File: src/rtl/xmint_pkg.sv
// xmint_pkg -- shared types for the xmint memory arbiter.
//   arb_owner_e : which host owns a transaction (instruction fetch / load-store)
//   arb_state_e : arbiter FSM states
//   XMINT_BE_FULL : byte-enable pattern driven for instruction fetches
package xmint_pkg;

  typedef enum logic [0:0] {
    OWNER_INSTR = 1'b0,
    OWNER_DATA  = 1'b1
  } arb_owner_e;

  typedef enum logic [0:0] {
    ARB_IDLE = 1'b0,
    ARB_HOLD = 1'b1
  } arb_state_e;

  localparam logic [3:0] XMINT_BE_FULL = 4'hF;

  // Index width for a storage of 'depth' entries, never below 1 bit.
  function automatic int unsigned ptr_w(input int unsigned depth);
    return (depth > 1) ? $clog2(depth) : 1;
  endfunction

endpackage

File: src/rtl/xmint_owner_fifo.sv
// xmint_owner_fifo -- DEPTH-deep, 1-bit-wide synchronous FIFO of transaction
// owners. Push and pop in the same cycle leave the count unchanged.
// Ports:
//   clk_i, rst_i        clock, synchronous active-high reset (empties FIFO)
//   push_i, data_i      write owner at tail
//   pop_i               drop head entry
//   head_o              owner at head
//   full_o, empty_o     occupancy flags
module xmint_owner_fifo
  import xmint_pkg::*;
#(
  parameter int unsigned DEPTH = 2
) (
  input  logic       clk_i,
  input  logic       rst_i,
  input  logic       push_i,
  input  arb_owner_e data_i,
  input  logic       pop_i,
  output arb_owner_e head_o,
  output logic       full_o,
  output logic       empty_o
);

  localparam int unsigned PW = ptr_w(DEPTH);
  localparam int unsigned CW = $clog2(DEPTH + 1);

  logic [DEPTH-1:0] mem_q;
  logic [PW-1:0]    wr_q, rd_q;
  logic [CW-1:0]    cnt_q;

  function automatic logic [PW-1:0] ptr_inc(input logic [PW-1:0] p);
    return (p == PW'(DEPTH - 1)) ? '0 : p + 1'b1;
  endfunction

  always_ff @(posedge clk_i) begin
    if (rst_i) begin
      mem_q <= '0;
      wr_q  <= '0;
      rd_q  <= '0;
      cnt_q <= '0;
    end else begin
      if (push_i) begin
        mem_q[wr_q] <= data_i;
        wr_q        <= ptr_inc(wr_q);
      end
      if (pop_i) rd_q <= ptr_inc(rd_q);
      case ({push_i, pop_i})
        2'b10:   cnt_q <= cnt_q + 1'b1;
        2'b01:   cnt_q <= cnt_q - 1'b1;
        default: cnt_q <= cnt_q;
      endcase
    end
  end

  assign head_o  = arb_owner_e'(mem_q[rd_q]);
  assign full_o  = (cnt_q == CW'(DEPTH));
  assign empty_o = (cnt_q == '0);

endmodule

File: src/rtl/xmint_mem_arbiter.sv
// xmint_mem_arbiter -- shares one core-side memory port between the
// instruction-fetch host (instr_*) and the load/store host (data_*).
// Arbitrates requests, locks the winner's address phase until the device
// grants it, and routes each in-order response back to its issuing host.
// Build option: XMINT_ARB_ROUND_ROBIN_EN -- two-way round-robin on ties;
// when undefined, data always beats instruction.
// Ports:
//   clk_i, rst_i                      clock, synchronous active-high reset
//   instr_req/addr_i, instr_gnt_o     fetch address phase
//   instr_rvalid/rdata/err_o          fetch response
//   data_req/we/be/addr/wdata_i       load/store address phase
//   data_gnt/rvalid/rdata/err_o       load/store grant and response
//   dev_req/we/be/addr/wdata_o        device address phase
//   dev_gnt/rvalid/rdata/err_i        device grant and response
//   spurious_rsp_o                    registered pulse: response with nothing outstanding
module xmint_mem_arbiter
  import xmint_pkg::*;
#(
  parameter int unsigned MAX_OUTSTANDING = 2
) (
  input  logic        clk_i,
  input  logic        rst_i,
  input  logic        instr_req_i,
  input  logic [31:0] instr_addr_i,
  output logic        instr_gnt_o,
  output logic        instr_rvalid_o,
  output logic        instr_err_o,
  output logic [31:0] instr_rdata_o,
  input  logic        data_req_i,
  input  logic        data_we_i,
  input  logic [3:0]  data_be_i,
  input  logic [31:0] data_addr_i,
  input  logic [31:0] data_wdata_i,
  output logic        data_gnt_o,
  output logic        data_rvalid_o,
  output logic        data_err_o,
  output logic [31:0] data_rdata_o,
  output logic        dev_req_o,
  output logic        dev_we_o,
  output logic [3:0]  dev_be_o,
  output logic [31:0] dev_addr_o,
  output logic [31:0] dev_wdata_o,
  input  logic        dev_gnt_i,
  input  logic        dev_rvalid_i,
  input  logic        dev_err_i,
  input  logic [31:0] dev_rdata_i,
  output logic        spurious_rsp_o
);

  arb_state_e state_q, state_d;
  arb_owner_e hold_owner_q, hold_owner_d;
  arb_owner_e winner, tie_winner, sel_owner, head_owner;
  logic       fifo_full, fifo_empty;
  logic       req_active, push, pop;
  logic       spurious_q, spurious_d;

  // ---------------- priority ----------------
`ifdef XMINT_ARB_ROUND_ROBIN_EN
  arb_owner_e last_q;

  // Reset to instruction so data wins the first tie.
  always_ff @(posedge clk_i) begin
    if (rst_i)     last_q <= OWNER_INSTR;
    else if (push) last_q <= sel_owner;
  end

  assign tie_winner = (last_q == OWNER_INSTR) ? OWNER_DATA : OWNER_INSTR;
`else
  assign tie_winner = OWNER_DATA;
`endif

  always_comb begin
    winner = OWNER_INSTR;
    if (instr_req_i && data_req_i) winner = tie_winner;
    else if (data_req_i)           winner = OWNER_DATA;
  end

  // ---------------- FSM: state register ----------------
  always_ff @(posedge clk_i) begin
    if (rst_i) begin
      state_q      <= ARB_IDLE;
      hold_owner_q <= OWNER_INSTR;
      spurious_q   <= 1'b0;
    end else begin
      state_q      <= state_d;
      hold_owner_q <= hold_owner_d;
      spurious_q   <= spurious_d;
    end
  end

  // ---------------- FSM: next state ----------------
  // A full FIFO blocks new arbitration in IDLE even if a response pops this
  // cycle; HOLD was entered with a free slot so it never needs the check.
  always_comb begin
    state_d      = state_q;
    hold_owner_d = hold_owner_q;
    req_active   = 1'b0;
    sel_owner    = winner;
    if (!rst_i) begin
      case (state_q)
        ARB_IDLE: begin
          req_active = !fifo_full && (instr_req_i || data_req_i);
          if (req_active && !dev_gnt_i) begin
            state_d      = ARB_HOLD;
            hold_owner_d = winner;
          end
        end
        ARB_HOLD: begin
          req_active = 1'b1;
          sel_owner  = hold_owner_q;
          if (dev_gnt_i) state_d = ARB_IDLE;
        end
        default: state_d = ARB_IDLE;
      endcase
    end
  end

  assign push = req_active && dev_gnt_i;
  // A response in the grant cycle belongs to older entries, so pop reads the
  // head before this cycle's push lands.
  assign pop        = !rst_i && dev_rvalid_i && !fifo_empty;
  assign spurious_d = !rst_i && dev_rvalid_i && fifo_empty;

  // ---------------- FSM: outputs ----------------
  always_comb begin
    dev_req_o      = req_active;
    dev_we_o       = 1'b0;
    dev_be_o       = '0;
    dev_addr_o     = '0;
    dev_wdata_o    = '0;
    instr_gnt_o    = 1'b0;
    data_gnt_o     = 1'b0;
    instr_rvalid_o = 1'b0;
    instr_err_o    = 1'b0;
    instr_rdata_o  = '0;
    data_rvalid_o  = 1'b0;
    data_err_o     = 1'b0;
    data_rdata_o   = '0;
    if (req_active) begin
      if (sel_owner == OWNER_DATA) begin
        dev_we_o    = data_we_i;
        dev_be_o    = data_be_i;
        dev_addr_o  = data_addr_i;
        dev_wdata_o = data_wdata_i;
        data_gnt_o  = dev_gnt_i;
      end else begin
        dev_be_o    = XMINT_BE_FULL;
        dev_addr_o  = instr_addr_i;
        instr_gnt_o = dev_gnt_i;
      end
    end
    if (pop) begin
      if (head_owner == OWNER_DATA) begin
        data_rvalid_o = 1'b1;
        data_err_o    = dev_err_i;
        data_rdata_o  = dev_rdata_i;
      end else begin
        instr_rvalid_o = 1'b1;
        instr_err_o    = dev_err_i;
        instr_rdata_o  = dev_rdata_i;
      end
    end
  end

  assign spurious_rsp_o = spurious_q;

  // ---------------- ownership tracking ----------------
  xmint_owner_fifo #(
    .DEPTH (MAX_OUTSTANDING)
  ) u_owner_fifo (
    .clk_i   (clk_i),
    .rst_i   (rst_i),
    .push_i  (push),
    .data_i  (sel_owner),
    .pop_i   (pop),
    .head_o  (head_owner),
    .full_o  (fifo_full),
    .empty_o (fifo_empty)
  );

endmodule

File: config.mk
export PLATFORM = sky130hd
export DESIGN_NAME = xmint_mem_arbiter
export DESIGN_NICKNAME = d
export VERILOG_FILES = /design/src/rtl/xmint_pkg.sv /design/src/rtl/xmint_owner_fifo.sv /design/src/rtl/xmint_mem_arbiter.sv
export SDC_FILE = /design/constraint.sdc
export NUM_CORES = 1
export LEC_CHECK = 0
export ABC_AREA = 1
export BUFFER_PORTS_ARGS = -buffer_cell sky130_fd_sc_hd__buf_2
export CAP_MARGIN = 15
export CORE_AREA = 2 2 109 111
export DETAILED_ROUTE_END_ITERATION = 6
export DIE_AREA = 0 0 111 113
export HOLD_SLACK_MARGIN = 0.06
export PLACE_DENSITY = 0.53
export SLEW_MARGIN = 20
export SYNTH_ARGS = -nofsm -noshare
export SYNTH_HDL_FRONTEND = slang
export SYNTH_SLANG_ARGS = --single-unit
File: constraint.sdc
create_clock -name clk_i -period 1.7 [get_ports clk_i]
set_input_delay 0.34 -clock clk_i [delete_from_list [all_inputs] [get_ports clk_i]]
set_output_delay 0.34 -clock clk_i [all_outputs]
set_load 0.005 [all_outputs]
==> results of run 1 <==
[power by group]
| group | internal (mW) | switching (mW) | total (mW) |
|---|---|---|---|
| logic | 0.533 | 0.540 | 1.07 |
| clock network | 0.314 | 0.106 | 0.420 |
| registers | 0.229 | 0.00727 | 0.236 |
| total | 1.08 | 0.654 | 1.73 |
[cells by family after synthesis]
| family | Yosys count |
|---|---|
| AND/OR/NAND/NOR | 231 |
| buffers and inverters | 81 |
| adder cells (fa/ha/maj) | 1 |
| flip-flops | 9 |
| AO/OA/AOI/OAI | 46 |
[path summary, 6_finish.rpt]
| path | end | cells after the start |
|---|---|---|
| hold reg to reg | hold_owner_q | 2 |
| hold / removal | u_owner_fifo.cnt_q[1] | 2 |
| setup reg to reg | u_owner_fifo.cnt_q[1] | 10 |
| setup / recovery | instr_rdata_o[9] | 8 |
[sequential cells by signal, indices dropped and copies added (netlist names)]
signal              count
hold_owner_q            1
spurious_rsp_o          1
state_q                 1
u_owner_fifo.cnt_q      2
u_owner_fifo.mem_q      2
u_owner_fifo.rd_q       1
u_owner_fifo.wr_q       1
[cell type report]
cell class                      instances  area (µm²)  share of cell area [%]
Clock buffer                            4        78.8                    1.71
Inverter                               56         225                    4.89
Multi-Input combinational cell        278        1740                    37.7
Sequential cell                         9         184                    4.00
Tap cell                              143         179                    3.89
Timing Repair Buffer                  334        2200                    47.8
[worst register-to-register path: stages (launching register included)]
cell and delay [ns]:
sky130_fd_sc_hd__dfxtp_2 0.32, sky130_fd_sc_hd__buf_6 0.12, sky130_fd_sc_hd__o211ai_4 0.22, sky130_fd_sc_hd__buf_6 0.14
sky130_fd_sc_hd__buf_4 0.11, sky130_fd_sc_hd__inv_2 0.04, sky130_fd_sc_hd__ha_4 0.15, sky130_fd_sc_hd__nor2_1 0.09
sky130_fd_sc_hd__nor2_1 0.05, sky130_fd_sc_hd__and3_1 0.17, sky130_fd_sc_hd__nor3_1 0.16
[metal layers]
metal	global-route usage, %	part of all wire (%)	vias up
li1	-	-	1719
met1	14.5	37	1422
met2	26.3	53	194
met3	2.89	8.0	13
met4	1.42	1.8	0
met5	0	0	-
[stage by stage]
stage / utilization (%) / instances
final: 40.8 / 824
after global routing: 40.8 / 824
after CTS: 34.5 / 811
after detailed placement: 31.0 / 795
after global placement: 31.0 / 795
after floorplan: - / 368
[placed cells by master, fill, tap and decap left out, types with 5 or more instances in the layout]
| master | n |
|---|---|
| sky130_fd_sc_hd__nor2_4 | 43 |
| sky130_fd_sc_hd__dfxtp_1 | 6 |
| sky130_fd_sc_hd__a21oi_1 | 21 |
| sky130_fd_sc_hd__a21oi_2 | 16 |
| sky130_fd_sc_hd__nand2_2 | 19 |
| sky130_fd_sc_hd__clkbuf_16 | 12 |
| sky130_fd_sc_hd__nand2_1 | 89 |
| sky130_fd_sc_hd__buf_4 | 22 |
| sky130_fd_sc_hd__buf_12 | 10 |
| sky130_fd_sc_hd__inv_1 | 46 |
| sky130_fd_sc_hd__nor2_1 | 34 |
| sky130_fd_sc_hd__nor2_2 | 32 |
| sky130_fd_sc_hd__inv_2 | 7 |
| sky130_fd_sc_hd__buf_2 | 280 |
| sky130_fd_sc_hd__buf_6 | 8 |
| sky130_fd_sc_hd__nand2_4 | 5 |
| sky130_fd_sc_hd__o21ai_0 | 5 |
[timing repair]
| action | 4_1_cts | 5_1_grt |
|---|---|---|
| pin swaps | 4 | 11 |
| setup buffers | 8 | 6 |
| gates cloned | 4 | 9 |
| endpoints found under the setup margin | 137 | 139 |
| resized for setup | 39 | 138 |
==> impl_summary.txt, run 1 <==
----------------------------------------------------
[Logic synthesis]
  Largest cells by area after synthesis ... sky130_fd_sc_hd__nand2_1 23%, sky130_fd_sc_hd__nor2_1 18%, sky130_fd_sc_hd__inv_1 10%, sky130_fd_sc_hd__a21oi_1 10%, sky130_fd_sc_hd__dfxtp_1 9.8%
  Synthesis-stage register bit count ... 9
  Flip-flop cell with the highest count after synthesis ... sky130_fd_sc_hd__dfxtp_1
  Simple-gate portion of the synthesized area ... 53.9%
  Count of flip-flops with a built-in enable after synthesis ... 0
  Synth top cells by count ... 111 x sky130_fd_sc_hd__nand2_1, 89 x sky130_fd_sc_hd__nor2_1, 51 x sky130_fd_sc_hd__inv_1
  Synth Area in XOR/XNOR ... 0%
  Leading cell type by number of instances after synthesis ... sky130_fd_sc_hd__nand2_1
  Syn Area/Cell ... 5.02 µm²
  Post-synthesis mux area share ... 0%
  Adder-Cell Fraction of Synth Area ... 0.678%
  Dominant combinational cell family by area after synthesis ... simple AND/OR/NAND/NOR gates
  Proportion of register bits with asynchronous set or reset after synthesis ... 0%
  Post-synthesis compound-gate area fraction ... 12.9%
  Cell area after technology mapping ... 1850 µm²
  Number of distinct library cells after synthesis ... 24
  Synthesis Warnings ... 0
  Post-Synthesis Net Count ... 509
  Top-area cell type share of the netlist area ... 22.6%
  Synthesized instance count ... 368
  Post-synthesis sequential area ratio ... 9.76%
  Yosys top cell by area ... sky130_fd_sc_hd__nand2_1

[Hold path]
  Launch instance of the worst min-delay path ... rst_i
  Classification of the worst-slack hold path ... input pin to flip-flop

[CTS]
  Hold-fix buffers at CTS ... 0
  Number of buffers inserted during clock tree synthesis ... 3
  Master cell of the clock root buffer ... sky130_fd_sc_hd__clkbuf_16
  Maximum buffer depth of the clock tree ... 2
  Clock latency reported for the late side of the worst-skew pair ... 0.23 ns
  # clock sinks ... 9
  Clock transition at path regs ... 0.04 ns
  Clock tree from TritonCTS ... yes
  Maximum level of the CTS H-tree ... 1

[Job]
  Total of max-cap violations ... 0

[Cells and area]
  Layout Nets ... 823
  Number of fill cells ... 1177
  Final instance area ... 4600 µm²
  Synthesis-to-finish area growth ... 149%
  Fraction of layout cells with a size suffix above 1 ... 69.2%
  Antenna fix cells ... 0

[Global route]
  Total gr overflow ... 0
  Pin count of the biggest net entering global routing ... 34
  First-pass GRT wire length ... 14.0 mm
  Antenna violations before repair ... 0
  Vias in the first global route ... 2936
  All-layer global routing usage ... 13.1%

[Worst setup path]
  Crit path launch type ... flip-flop
  Worst setup path category ... flip-flop to primary output
  Worst r2r src ... u_owner_fifo.cnt_q[1]
  Peak fanout along the critical path ... 16
  Cell class contributing the biggest share of worst-path delay ... buffers and inverters
  Largest stage delay on the critical path ... 0.33 ns
  Cell Chain, Critical Path ... buf_6 > o211ai_4 > buf_6 > nor2_4 > clkinv_4 > clkbuf_16 > nor2_1 > buf_2
  Most common cell type on the critical path ... sky130_fd_sc_hd__buf_6
  Buf+Inv Stages, Crit Path ... 5
  Max stage delay cell, worst path ... sky130_fd_sc_hd__dfxtp_2
  Arrival time at the worst endpoint ... 1.52 ns
  Worst reg2reg setup slack ... 0.06 ns
  Launch point of the critical path ... u_owner_fifo.cnt_q[1]
  Crit path required time ... 1.36 ns
  Critical path endpoint category ... primary output

[STA]
  Tightest Pin Transition ... 0.294 ns
  Post-route fraction of the period consumed by the critical path ... 109%
  Total count of hold-check failures in the final report ... 0
  Max_slew headroom ... 80.4%
  Setup Total Neg Slack ... -12.08 ns
  F_max ... 538 MHz
  Clock tree skew after final layout ... 0.000594 ns
  Worst hold margin ... 0.321 ns
  Max-slew violation count ... 0
  Final setup violation count ... 135
  Unrepaired setup endpoints after global routing ... true
  Final WS setup ... -0.159 ns
  Min Tclk post-route ... 1.86 ns

[Die]
  Die W ... 111 µm
  Number of core rows ... 39
  Die Y-Extent ... 113 µm
  Core area ... 11300 µm²
  Overall die area ... 12500 µm²
  Ports ... 281
  Starting utilization of the core area ... 16.4%

[Route]
  Vias post-DR ... 3348
  First-pass detailed-route iteration total ... 4
  Post-detailed-route DRC marker count ... 0
  Routed WL ... 10.5 mm
  Mean number of vias per cell ... 4.06
  DRT antenna net count ... 0
  Average detailed-routed wire length per instance ... 12.7 µm
  Number of DRC markers after the initial detailed-route iteration ... 83

[Place]
  Port bufs ... 280
  Dpl cell area ... 3500 µm²
  Setup slack at placement ... -0.118 ns
  Placer congestion estimate ... 0.771
  Detail Placement HPWL ... 7.16 mm

[Pwr]
  Power consumption ... 1.73 mW
  PD cells ... 376 nW/µm²
  Peak supply drop ... 0.000277 V
  Leakage Power ... 2.74 nW

[Status]
  Run status ... complete, but fails checks
  Failing checks ... setup timing

----------------------------------------------------
(Power assumes the default switching activity.)
==> inputs of run 2 (changes only) <==
Settings changed: REMOVE_ABC_BUFFERS set to 1.
==> impl_summary.txt, run 2 (same netlist as run 1, synthesis figures left out) <==
----------------------------------------------------
[Global route]
  Antenna violations before repair ... 3
  Pin count of the biggest net entering global routing ... 34
  First-pass GRT wire length ... 16.5 mm
  All-layer global routing usage ... 16.2%
  Total gr overflow ... 0
  Vias in the first global route ... 3191

[Route]
  Mean number of vias per cell ... 4.12
  DRT antenna net count ... 0
  First-pass detailed-route iteration total ... 4
  Post-detailed-route DRC marker count ... 0
  Routed WL ... 11.4 mm
  Vias post-DR ... 3410
  Average detailed-routed wire length per instance ... 13.8 µm
  Number of DRC markers after the initial detailed-route iteration ... 67

[Worst setup path]
  Crit path launch type ... flip-flop
  Arrival time at the worst endpoint ... 1.48 ns
  Worst setup path category ... flip-flop to primary output
  Max stage delay cell, worst path ... sky130_fd_sc_hd__dfxtp_4
  Critical path endpoint category ... primary output
  Most common cell type on the critical path ... sky130_fd_sc_hd__nand2_2
  Peak fanout along the critical path ... 7
  Largest stage delay on the critical path ... 0.36 ns
  Crit path required time ... 1.36 ns
  Cell Chain, Critical Path ... inv_2 > nand2_2 > nand2_2 > nand2_4 > nand2_8 > buf_12 > clkbuf_16 > a21oi_2 > buf_2

[Pwr]
  Power consumption ... 1.76 mW
  PD cells ... 389 nW/µm²
  Peak supply drop ... 0.000335 V
  Leakage Power ... 2.71 nW

[Cells and area]
  Fraction of layout cells with a size suffix above 1 ... 68.7%
  Number of fill cells ... 1243
  Final instance area ... 4540 µm²
  Area of the multi-input gates ... 1660 µm²
  Leading cell types in the layout, fill and taps excluded ... 273 x sky130_fd_sc_hd__buf_2, 90 x sky130_fd_sc_hd__nand2_1, 46 x sky130_fd_sc_hd__inv_1, 45 x sky130_fd_sc_hd__nor2_1
  Register area ... 188 µm²
  Final design utilization ... 40.2%
  Synthesis-to-finish area growth ... 146%
  Layout Nets ... 825
  Commonest non-fill, non-tap cell in the layout ... sky130_fd_sc_hd__buf_2
  Registers with the highest flip-flop counts ... u_owner_fifo.cnt_q (2), u_owner_fifo.mem_q (2)

[Die]
  Number of core rows ... 39
  Die Y-Extent ... 113 µm
  Starting utilization of the core area ... 16.4%
  Ports ... 281
  Overall die area ... 12500 µm²
  Core area ... 11300 µm²
  Die W ... 111 µm

[Place]
  Setup slack at placement ... -0.166 ns
  Placer congestion estimate ... 0.812
  Dpl cell area ... 3570 µm²
  Detail Placement HPWL ... 8.78 mm
  Port bufs ... 280

[STA]
  Total count of hold-check failures in the final report ... 0
  Clock tree skew after final layout ... 0.00105 ns
  F_max ... 548 MHz
  Max_slew headroom ... 85.2%
  Final setup violation count ... 138
  Min Tclk post-route ... 1.82 ns
  Final WS setup ... -0.124 ns
  Setup Total Neg Slack ... -9.69 ns
  Tightest Pin Transition ... 0.221 ns
  Max-slew violation count ... 0
  Unrepaired setup endpoints after global routing ... true
  Post-route fraction of the period consumed by the critical path ... 107%

[CTS]
  Master cell of the clock root buffer ... sky130_fd_sc_hd__clkbuf_16
  Clock latency reported for the late side of the worst-skew pair ... 0.23 ns
  Hold-fix buffers at CTS ... 0
  Clock transition at path regs ... 0.04 ns
  Number of buffers inserted during clock tree synthesis ... 3
  # clock sinks ... 9
  Maximum buffer depth of the clock tree ... 2
  Maximum level of the CTS H-tree ... 1
  Clock tree from TritonCTS ... yes

[Job]
  Total of max-cap violations ... 0

[Hold path]
  Classification of the worst-slack hold path ... input pin to flip-flop

[Status]
  Run status ... complete, but fails checks
  Failing checks ... setup timing

----------------------------------------------------
## run 2: routing by layer
metal / track usage, % / routed length [µm] / vias to the layer above / share of wire [%]
met5: 0 / 30 / - / 0.26
met4: 2.50 / 155 / 4 / 1.4
met3: 5.09 / 1060 / 12 / 9.3
met2: 32.2 / 6100 / 184 / 53
met1: 17.1 / 4060 / 1485 / 36
li1: - / - / 1725 / -
## run 2: worst max-delay path, delay by kind of cell (launching register included)
family | cells | cell delay, ns
buf+inv | 4 | 0.48
compound gates | 1 | 0.09
simple gates | 4 | 0.31
flops | 1 | 0.36
## run 2: report_power, final
part           leakage, nW  switching [mW]  internal (mW)  total, mW
Clock               0.0382           0.103          0.314      0.417
Combinational         2.60           0.555          0.554       1.11
Sequential          0.0758          0.0101          0.229      0.239
Total                 2.71           0.668           1.10       1.76
## run 2: final cells by class
| type | instances | area share, % |
|---|---|---|
| diodes | 1 | 0.0552 |
| inverters | 56 | 5.02 |
| flip-flops and latches | 9 | 4.14 |
| clock buffers | 4 | 1.74 |
| well taps | 143 | 3.94 |
| repair buffers | 336 | 48.4 |
| multi-input cells | 278 | 36.7 |
## run 2: path summary, 6_finish.rpt
kind                            to  slack, ns                   from  depth (start not counted)
max reg2reg  u_owner_fifo.cnt_q[1]          0  u_owner_fifo.cnt_q[0]                         10
min reg2reg           hold_owner_q       0.44           hold_owner_q                          2
min          u_owner_fifo.cnt_q[1]       0.34                  rst_i                          2
max                  dev_addr_o[6]      -0.12  u_owner_fifo.cnt_q[0]                          9
## run 2: through the flow
step           cells  hold WS (ns)
2_1_floorplan    343         0.407
3_3_place_gp     800         0.453
5_1_grt          827         0.347
6_report         827         0.340
4_1_cts          827         0.335
3_5_place_dp     800         0.453
## run 2: repair_timing
| action | 4_1_cts | 5_1_grt |
|---|---|---|
| resized for setup | 63 | 121 |
| pin swaps | 9 | 21 |
| gates cloned | 7 | 4 |
| buffers inserted | 17 | 4 |
| endpoints found under the setup margin | 137 | 139 |
==> inputs of run 3 (changes only) <==
Settings changed: ABC_AREA 1 to unset, CORE_AREA 2 2 109 111 to 2 2 108 110, DIE_AREA 0 0 111 113 to 0 0 110 112, RECOVER_POWER set to 25.
==> impl_summary.txt, run 3 <==
----------------------------------------------------
[Status]
  Run status ... complete, but fails checks
  Failing checks ... setup timing

[Cells and area]
  Final instance area ... 4650 µm²
  Layout Nets ... 764
  Synthesis-to-finish area growth ... 164%
  Registers with the highest flip-flop counts ... u_owner_fifo.cnt_q (2), u_owner_fifo.mem_q (2)
  Number of standard cells in the final layout excluding fillers ... 765
  Antenna fix cells ... 0
  Fraction of layout cells with a size suffix above 1 ... 79.6%
  Final design utilization ... 41.6%
  Commonest non-fill, non-tap cell in the layout ... sky130_fd_sc_hd__buf_2
  Leading cell types in the layout, fill and taps excluded ... 275 x sky130_fd_sc_hd__buf_2, 42 x sky130_fd_sc_hd__nor2_2, 33 x sky130_fd_sc_hd__nand2_1, 33 x sky130_fd_sc_hd__and2_1, 32 x sky130_fd_sc_hd__nand2_4

[STA]
  Setup Total Neg Slack ... -22.45 ns
  Unrepaired setup endpoints after global routing ... true
  F_max ... 515 MHz
  Max_slew headroom ... 81.0%
  Worst hold margin ... 0.348 ns
  Tightest Pin Transition ... 0.279 ns
  Post-route fraction of the period consumed by the critical path ... 114%
  Final setup violation count ... 136
  Total count of hold-check failures in the final report ... 0
  Final WS setup ... -0.243 ns
  Min Tclk post-route ... 1.94 ns
  Max-slew violation count ... 0
  Clock tree skew after final layout ... 0.00187 ns

[Route]
  Routed WL ... 10.8 mm
  DRT antenna net count ... 0
  Mean number of vias per cell ... 4.20
  Number of DRC markers after the initial detailed-route iteration ... 115
  Vias post-DR ... 3210
  Average detailed-routed wire length per instance ... 14.1 µm
  First-pass detailed-route iteration total ... 4
  Post-detailed-route DRC marker count ... 0

[Logic synthesis]
  Synth top cells by count ... 94 x sky130_fd_sc_hd__nand2_1, 80 x sky130_fd_sc_hd__nor2_1, 33 x sky130_fd_sc_hd__and2_1
  Synthesized instance count ... 315
  Synthesis-stage register bit count ... 9
  Top-area cell type share of the netlist area ... 20.0%
  Leading cell type by number of instances after synthesis ... sky130_fd_sc_hd__nand2_1
  Number of distinct library cells after synthesis ... 29
  Syn Area/Cell ... 5.59 µm²
  Post-synthesis sequential area ratio ... 10.2%
  Yosys top cell by area ... sky130_fd_sc_hd__nand2_1
  Count of flip-flops with a built-in enable after synthesis ... 0
  Flip-flop cell with the highest count after synthesis ... sky130_fd_sc_hd__dfxtp_1
  Synthesis Warnings ... 0
  Cell area after technology mapping ... 1760 µm²
  Proportion of register bits with asynchronous set or reset after synthesis ... 0%
  Largest cells by area after synthesis ... sky130_fd_sc_hd__nand2_1 20%, sky130_fd_sc_hd__nor2_1 17%, sky130_fd_sc_hd__a21oi_2 12%, sky130_fd_sc_hd__and2_1 12%, sky130_fd_sc_hd__dfxtp_1 10%

[Pwr]
  Switching power total ... 686 µW
  Part of the power in registers ... 13.5%
  Internal Dissipation ... 1.13 mW
  Clk network pwr share ... 22.8%
  Power consumption ... 1.82 mW
  Peak supply drop ... 0.000252 V
  Leakage Power ... 2.61 nW
  Switching Fraction ... 37.7%
  Power share of the combinational group ... 63.7%
  PD cells ... 391 nW/µm²

[Worst setup path]
  Max stage delay cell, worst path ... sky130_fd_sc_hd__dfxtp_2
  Arrival time at the worst endpoint ... 1.60 ns
  Peak fanout along the critical path ... 17
  Cell Chain, Critical Path ... nand2b_4 > mux2i_4 > buf_12 > nor3_4 > buf_12 > and2_1 > buf_2
  Crit path required time ... 1.36 ns
  Most common cell type on the critical path ... sky130_fd_sc_hd__buf_12
  Critical path endpoint category ... primary output
  Worst setup path category ... flip-flop to primary output
  Largest stage delay on the critical path ... 0.35 ns
  Worst reg2reg setup slack ... -0.04 ns
  Crit path launch type ... flip-flop

[Global route]
  Total gr overflow ... 0
  Pin count of the biggest net entering global routing ... 35
  Antenna violations before repair ... 0
  All-layer global routing usage ... 13.3%
  Vias in the first global route ... 2708
  First-pass GRT wire length ... 12.8 mm

[CTS]
  Master cell of the clock root buffer ... sky130_fd_sc_hd__clkbuf_16
  Maximum level of the CTS H-tree ... 1
  Clock latency reported for the late side of the worst-skew pair ... 0.24 ns
  Hold-fix buffers at CTS ... 0
  Number of buffers inserted during clock tree synthesis ... 3
  Maximum buffer depth of the clock tree ... 2
  Clock transition at path regs ... 0.04 ns
  # clock sinks ... 9
  Clock tree from TritonCTS ... yes

[Die]
  Overall die area ... 12300 µm²
  Die W ... 110 µm
  Ports ... 281
  Die Y-Extent ... 112 µm
  Core area ... 11200 µm²
  Starting utilization of the core area ... 15.8%
  Number of core rows ... 39

[Place]
  Dpl cell area ... 3440 µm²
  Detail Placement HPWL ... 7.16 mm
  Placer congestion estimate ... 0.785
  # placed instances ... 735
  Port bufs ... 280
  Setup slack at placement ... -0.479 ns

[Hold path]
  Classification of the worst-slack hold path ... input pin to flip-flop

[Job]
  Total of max-cap violations ... 0

----------------------------------------------------
run 3: timing repair:
item | in CTS | in global routing
pin swaps | 17 | 38
gates resized for setup | 13 | 197
buffers inserted | 6 | 9
cloned | 2 | 9
endpoints found under the setup margin | 141 | 141
run 3: per-layer routing:
metal	share of wire, %	GRT usage (%)	wire (µm)
met1	37	14.4	3960
met5	0	0	0
met4	0.91	2.70	98
met2	54	25.9	5780
met3	8.5	2.46	913
run 3: kinds of logic (layout without fill, tap and decap cells):
group	count (synthesis)	count (layout)	share of synthesized area (%)
AO/OA/AOI/OAI	39	39	17.0
XOR/XNOR	3	3	1.49
adder cells (fa/ha/maj)	1	1	0.710
buffers and inverters	27	333	8.81
flip-flops	9	9	10.2
multiplexers	6	6	3.76
AND/OR/NAND/NOR	230	231	58.0
run 3: final timing paths:
check	start	to	cells past startpoint
worst max-delay path	state_q	dev_wdata_o[2]	7
worst min register to register	u_owner_fifo.wr_q	u_owner_fifo.wr_q	2
worst max register to register	u_owner_fifo.cnt_q[0]	u_owner_fifo.cnt_q[1]	9
worst min-delay path	dev_gnt_i	state_q	2
run 3: power by group through the flow:
| stage | sequential [mW] | combinational [mW] | clock, mW |
|---|---|---|---|
| final | 0.245 | 1.16 | 0.415 |
| after global routing | 0.246 | 1.25 | 0.437 |
| after CTS | 0.242 | 0.865 | 0.421 |
| after detailed placement | 0.245 | 0.789 | 0 |
| after global placement | 0.245 | 0.795 | 0 |
| after floorplan | 0.247 | 0.341 | 0 |
run 3: final cells by class:
type	instances	area, µm²
Clock buffer	4	78.8
Timing Repair Buffer	327	2100
Multi-Input combinational cell	280	2090
Sequential cell	9	186
Inverter	2	10.0
Tap cell	143	179
Fill cell	1160	6530
run 3: critical path, delay by kind of cell (launching register included):
kind,cells,cell delay [ns]
buf+inv,3,0.41
flops,1,0.35
mux,1,0.20
simple gates,3,0.41
